### src/rtl/lut_or_tb_pkg.sv
// Shared types and constants for the lut_or stimulus/response checker.
// Includes the Galois LFSR step used to generate operand vectors.
package lut_or_tb_pkg;

    localparam logic [1:0] ST_IDLE  = 2'd0;
    localparam logic [1:0] ST_RUN   = 2'd1;
    localparam logic [1:0] ST_DRAIN = 2'd2;
    localparam logic [1:0] ST_DONE  = 2'd3;

    typedef enum logic [1:0] {
        IDLE  = ST_IDLE,
        RUN   = ST_RUN,
        DRAIN = ST_DRAIN,
        DONE  = ST_DONE
    } state_e;

    localparam logic [31:0] LFSR_POLY   = 32'h8020_0003;
    localparam int          DIRECTED_A  = 3;
    localparam int          DIRECTED_B  = 8;
    localparam int          MAX_LATENCY = 4;

    // Right-shifting Galois form: the feedback bit folds the tap mask into the shifted state.
    function automatic logic [31:0] lfsr_advance(input logic [31:0] s);
        return {1'b0, s[31:1]} ^ (s[0] ? LFSR_POLY : 32'h0);
    endfunction

endpackage

### src/rtl/lut_or_lfsr.sv
// 32-bit Galois LFSR; exposes the operand fields of its next state so the
// caller can register them in the same cycle the LFSR steps.
module lut_or_lfsr
    import lut_or_tb_pkg::*;
#(
    parameter int          WIDTH = 8,
    parameter logic [31:0] SEED  = 32'h1
) (
    input  logic             clock,
    input  logic             reset,
    input  logic             i_load,
    input  logic             i_step,
    output logic [WIDTH-1:0] o_next_a,
    output logic [WIDTH-1:0] o_next_b
);

    logic [31:0] r_state;
    logic [31:0] w_next;

    assign w_next = lfsr_advance(r_state);

    always_ff @(posedge clock) begin
        if (reset || i_load) begin
            r_state <= SEED;
        end else if (i_step) begin
            r_state <= w_next;
        end
    end

    assign o_next_a = w_next[WIDTH-1:0];
    assign o_next_b = w_next[16+WIDTH-1:16];

endmodule

### src/rtl/lut_or_stim_check.sv
// Drives operand pairs into a LUT OR kernel and checks y against a|b after
// LATENCY cycles; reports pass, a saturating mismatch count and the first failure.
module lut_or_stim_check
    import lut_or_tb_pkg::*;
#(
    parameter int          WIDTH       = 8,
    parameter int          LATENCY     = 0,
    parameter int          NUM_VECTORS = 16,
    parameter logic [31:0] SEED        = 32'h1
) (
    input  logic             clock,
    input  logic             reset,
    input  logic             start,
    output logic [WIDTH-1:0] a,
    output logic [WIDTH-1:0] b,
    input  logic [WIDTH-1:0] y,
    output logic             busy,
    output logic             done,
    output logic             pass,
    output logic [15:0]      fail_count,
    output logic [15:0]      first_fail_step,
    output logic [WIDTH-1:0] first_fail_y
);

    localparam logic [15:0]      LAST_STEP  = 16'(NUM_VECTORS - 1);
    localparam logic [2:0]       DRAIN_LAST = 3'(LATENCY - 1);
    localparam logic [WIDTH-1:0] DIR_A      = WIDTH'(DIRECTED_A);
    localparam logic [WIDTH-1:0] DIR_B      = WIDTH'(DIRECTED_B);

    state_e           r_state;
    logic [WIDTH-1:0] r_a;
    logic [WIDTH-1:0] r_b;
    logic [15:0]      r_step;
    logic [2:0]       r_drain;
    logic [15:0]      r_fail_count;
    logic [15:0]      r_ff_step;
    logic [WIDTH-1:0] r_ff_y;

    logic             w_start_ok;
    logic             w_lfsr_step;
    logic [WIDTH-1:0] w_next_a;
    logic [WIDTH-1:0] w_next_b;
    logic             w_v0;
    logic [WIDTH-1:0] w_e0;
    logic [15:0]      w_s0;
    logic             w_cv;
    logic [WIDTH-1:0] w_ce;
    logic [15:0]      w_cs;
    logic             w_mismatch;

    assign w_start_ok  = start && (r_state == IDLE || r_state == DONE);
    assign w_lfsr_step = (r_state == RUN) && (r_step != LAST_STEP);

    lut_or_lfsr #(
        .WIDTH (WIDTH),
        .SEED  (SEED)
    ) u_lfsr (
        .clock    (clock),
        .reset    (reset),
        .i_load   (w_start_ok),
        .i_step   (w_lfsr_step),
        .o_next_a (w_next_a),
        .o_next_b (w_next_b)
    );

    // Stage 0 of the expected pipe is the vector currently on a/b.
    assign w_v0 = (r_state == RUN);
    assign w_e0 = r_a | r_b;
    assign w_s0 = r_step;

    generate
        if (LATENCY == 0) begin : g_comb
            assign w_cv = w_v0;
            assign w_ce = w_e0;
            assign w_cs = w_s0;
        end else begin : g_pipe
            logic             r_pv [LATENCY];
            logic [WIDTH-1:0] r_pe [LATENCY];
            logic [15:0]      r_ps [LATENCY];

            always_ff @(posedge clock) begin
                if (reset) begin
                    for (int unsigned i = 0; i < LATENCY; i++) begin
                        r_pv[i] <= 1'b0;
                        r_pe[i] <= '0;
                        r_ps[i] <= '0;
                    end
                end else begin
                    r_pv[0] <= w_v0;
                    r_pe[0] <= w_e0;
                    r_ps[0] <= w_s0;
                    for (int unsigned i = 1; i < LATENCY; i++) begin
                        r_pv[i] <= r_pv[i-1];
                        r_pe[i] <= r_pe[i-1];
                        r_ps[i] <= r_ps[i-1];
                    end
                end
            end

            assign w_cv = r_pv[LATENCY-1];
            assign w_ce = r_pe[LATENCY-1];
            assign w_cs = r_ps[LATENCY-1];
        end
    endgenerate

    assign w_mismatch = w_cv && (y != w_ce);

    always_ff @(posedge clock) begin
        if (reset) begin
            r_state      <= IDLE;
            r_a          <= DIR_A;
            r_b          <= DIR_B;
            r_step       <= '0;
            r_drain      <= '0;
            r_fail_count <= '0;
            r_ff_step    <= '0;
            r_ff_y       <= '0;
        end else begin
            case (r_state)
                IDLE, DONE: begin
                    if (start) begin
                        r_state      <= RUN;
                        r_a          <= DIR_A;
                        r_b          <= DIR_B;
                        r_step       <= '0;
                        r_fail_count <= '0;
                        r_ff_step    <= '0;
                        r_ff_y       <= '0;
                    end
                end
                RUN: begin
                    if (r_step == LAST_STEP) begin
                        r_state <= (LATENCY == 0) ? DONE : DRAIN;
                        r_drain <= '0;
                    end else begin
                        r_step <= r_step + 16'd1;
                        r_a    <= w_next_a;
                        r_b    <= w_next_b;
                    end
                end
                DRAIN: begin
                    r_drain <= r_drain + 3'd1;
                    if (r_drain == DRAIN_LAST) begin
                        r_state <= DONE;
                    end
                end
                default: r_state <= IDLE;
            endcase

            // Compares are only valid in RUN/DRAIN, so they never collide with the clear on start.
            if (w_mismatch) begin
                if (r_fail_count != 16'hFFFF) begin
                    r_fail_count <= r_fail_count + 16'd1;
                end
                if (r_fail_count == 16'd0) begin
                    r_ff_step <= w_cs;
                    r_ff_y    <= y;
                end
            end
        end
    end

    assign a               = r_a;
    assign b               = r_b;
    assign busy            = (r_state == RUN) || (r_state == DRAIN);
    assign done            = (r_state == DONE);
    assign pass            = done && (r_fail_count == 16'd0);
    assign fail_count      = r_fail_count;
    assign first_fail_step = r_ff_step;
    assign first_fail_y    = r_ff_y;

endmodule
### config.mk
export PLATFORM = sky130hd
export DESIGN_NAME = lut_or_stim_check
export DESIGN_NICKNAME = d
export VERILOG_FILES = /design/src/rtl/lut_or_tb_pkg.sv /design/src/rtl/lut_or_lfsr.sv /design/src/rtl/lut_or_stim_check.sv
export SDC_FILE = /design/constraint.sdc
export NUM_CORES = 1
export LEC_CHECK = 0
export ABC_AREA = 0
export BUFFER_PORTS_ARGS = -buffer_cell sky130_fd_sc_hd__buf_2
export CAP_MARGIN = 20
export CORE_MARGIN = 2
export CORE_UTILIZATION = 52
export DETAILED_ROUTE_END_ITERATION = 7
export HOLD_SLACK_MARGIN = 0.12
export PLACE_DENSITY = 0.77
export SLEW_MARGIN = 20
export SYNTH_ARGS = -nofsm -noshare
export SYNTH_HDL_FRONTEND = slang
export SYNTH_SLANG_ARGS = --single-unit
### constraint.sdc
create_clock -name clock -period 2.01 [get_ports clock]
set_input_delay 0.1005 -clock clock [delete_from_list [all_inputs] [get_ports clock]]
set_output_delay 0.1005 -clock clock [all_outputs]
set_load 0.03 [all_outputs]
==> results.md <==
- Status: finished with violations
- Failing checks: negative setup slack
- ANT cells: 0
- HP Start: reset
- Max Freq: 477 MHz
- Maximum buffer depth of the clock tree: 2
- CTS tree: done
- Design area: 6590 um2
- Hold Path Class: primary input to flop
- HPWL after detailed placement: 10,100 um
- Largest net degree at the start of global routing: 37
- Ratio of cells with drive above 1 in the final layout: 35.7%
- Die Y: 102 um
- Max IR drop VDD: 0.699 mV
- Hold depth: 2
- Vias per cell: 6.05
- Hold path endpoint: a[1]$_SDFFE_PP1P_
- Reg2Reg Depth: 7
- Worst Setup End Kind: flop
- Nets: 726
- Netlist cell types: 60
- Clock skew: 0.00802 ns
- Syn Nets: 598
- Post-layout minimum cycle time: 2.09 ns
- CP Max Fanout: 4
- Post-Syn Area per Cell: 8.61 um2
- Slew Viols, Final: 0
- Share of the synthesized area in the top cell type: 43.8%
- Max-slew headroom at the worst pin: 69.2%
- Worst-margin pin slew: 0.462 ns
- Placer Congestion: 0.891
- R2r setup slk: -0.08 ns
- Vias in the first global route: 4,672
- WL met3: 1200 um
- H-tree level count: 3
- Worst reg2reg path startpoint: r_step[13]$_SDFFE_PP0P_
- Initial antenna violation count: 0
- Most frequent cell after synthesis: dfxtp_1
- Req. time, crit path: 2.28 ns
- Final Power: 7.50 mW
- GRT Resource Usage Total: 27.4%
- I/O pins: 70
- Final core occ: 71.0%
- Gr ovfl total: 0
- Yosys reg bits: 109
- Antenna Nets Post-Route: 0
- Per-cell routed wire length: 17.4 um
- Residual DRC: 0
- Met2 wire len: 6850 um
- RSZ-0062 raised after global routing: yes
- Vias: 5,090
- Die area: 10,400 um2
- Num CTS Buffers: 9
- Final period util: 104%
- Area post-placement: 5910 um2
- Mapped Area: 4990 um2
- WL met1: 6360 um
- Finish-stage setup viols: 26
- Seq. cell area: 2200 um2
- Ys async rst share: 0%
- Std-Cell Rows: 35
- Ys flop type: dfxtp_1
- Area leader, netlist: dfxtp_1
- Critical Path Start Type: flop
- Hold Vio Cnt, Final: 0
- Clock Sinks: 109
- WP data arrival: 2.36 ns
- Area Growth Syn to Fin: 32.2%
- Clock latency at the later pin of the worst-skew pair: 0.38 ns
- Post-synth top cells: dfxtp_1, nand2_1, a21oi_1, nand3_1, clkbuf_1
- Clk root buf: clkbuf_8
- Starting density of the core: 53.7%
- Cells after Synth: 579
- R2r endpoint: r_step[11]$_SDFFE_PP0P_
- Die width: 102 um
- MaxCap Viol Count: 0
- Register area share after synthesis: 43.8%
- Port Buf Inserts: 69
- Multi-input gate area: 2850 um2
- DRT Pass-1 Iters: 6
- Clock transition at the registers of the reported paths: 0.11 ns
- Initial DRC count: 460
- Syn. warnings: 0
- Core ar.: 9280 um2
- Lkg Pwr: 2.70 nW
- EDFF count, synth: 0
- Power Density: 1140 nW/um2
- WS Path Type: flop to flop
- Synth area leaders: dfxtp_1, nand2_1, a21oi_1, nand3_1, a2bb2oi_1
- Final Worst Setup Slack: -0.0845 ns
- Final setup TNS: -1.11 ns
- Wire length of the first global-routing pass: 22,900 um
- Fillers: 706
- Wirelength, routed: 14,700 um
- Uppermost layer routed: met4
## where the power goes
group	leakage, nW	switching, mW	internal [mW]	total (mW)
logic	1.70	2.14	1.37	3.51
registers	0.890	0.179	2.41	2.59
clock network	0.106	0.810	0.597	1.41
## logic make-up after synthesis
| group | count (synthesis) | share of synthesized area, % |
|---|---|---|
| buf+inv | 50 | 4.82 |
| xor+xnor | 4 | 0.703 |
| simple gates | 232 | 23.1 |
| mux | 3 | 0.677 |
| compound gates | 173 | 24.9 |
| flops | 109 | 43.8 |
| fa+ha+maj | 8 | 2.01 |
## registers in the layout (all words and copies together) (netlist names)
signal,count
r_step,16
first_fail_step,16
b,8
fail_count,16
u_lfsr.r_state,32
a,8
r_drain,3
r_state,2
first_fail_y,8
## cells in the final DEF (no fill, tap or decap), types with 5 or more instances in the layout
cell type,instances
a211o_1,5
dlygate4sd3_1,9
a21o_1,6
a2bb2oi_1,14
o211ai_1,11
nand2_1,93
a31oi_1,8
a21oi_1,52
a21oi_2,8
clkbuf_8,9
nor2_2,5
nor3_2,5
nor3_1,12
buf_12,5
buf_2,68
buf_4,69
nand3_1,26
inv_1,7
ha_1,6
buf_6,7
o21ai_0,8
dfxtp_1,91
nor2_1,15
a22o_1,11
nand4_1,12
nand2b_1,8
o21a_1,10
dfxtp_2,18
nor2b_1,5
and3_1,8
## metal layers
metal | vias up | track usage [%]
li1 | 2383 | -
met1 | 2425 | 37.4
met2 | 252 | 44.5
met3 | 30 | 4.99
met4 | 0 | 8.41
met5 | - | 0
## through the flow
step                      setup slack [ns]  hold slack, ns  instances
final                              -0.0845           0.110        841
after global routing                -0.157           0.140        841
after CTS                          -0.0580          0.0995        835
after detailed placement            -0.136           0.421        805
after global placement             -0.0934           0.410        805
after floorplan                     -0.104           0.248        579
## cell type report
type	instances	share of cell area [%]
Tap cell	129	2.45
Clock buffer	9	1.88
Timing Repair Buffer	159	17.3
Multi-Input combinational cell	420	43.2
Inverter	8	0.455
Clock inverter	7	1.23
Sequential cell	109	33.4
## repair_timing
action / CTS / global route
endpoints found under the setup margin: 36 / 95
setup buffers: 6 / 8
resized for setup: 17 / 49
hold buffers: 9 / 0
pin swaps: 13 / 20
hold endpoints to repair: 10 / 0
## worst max-delay path by stage
stage                     cells past startpoint                 endpoint  slack, ns                    start
after floorplan                               5        b[3]$_SDFFE_PP1P_      -0.10  r_step[11]$_SDFFE_PP0P_
after global placement                        6  r_step[15]$_SDFFE_PP0P_      -0.09  r_step[11]$_SDFFE_PP0P_
after detailed placement                      6  r_step[12]$_SDFFE_PP0P_      -0.14  r_step[11]$_SDFFE_PP0P_
after CTS                                     7  r_step[11]$_SDFFE_PP0P_      -0.06   r_step[5]$_SDFFE_PP0P_
after global routing                          7  r_step[11]$_SDFFE_PP0P_      -0.16  r_step[13]$_SDFFE_PP0P_
final                                         7  r_step[11]$_SDFFE_PP0P_      -0.08  r_step[13]$_SDFFE_PP0P_
## critical path, stage by stage (launching register included)
cell and delay [ns]:
dfxtp_2 0.34, or4_4 0.55, o41ai_4 0.36, buf_6 0.18, buf_6 0.11, or3_4 0.12, nor3_1 0.05, a211o_1 0.27
(Power assumes the default switching activity.)
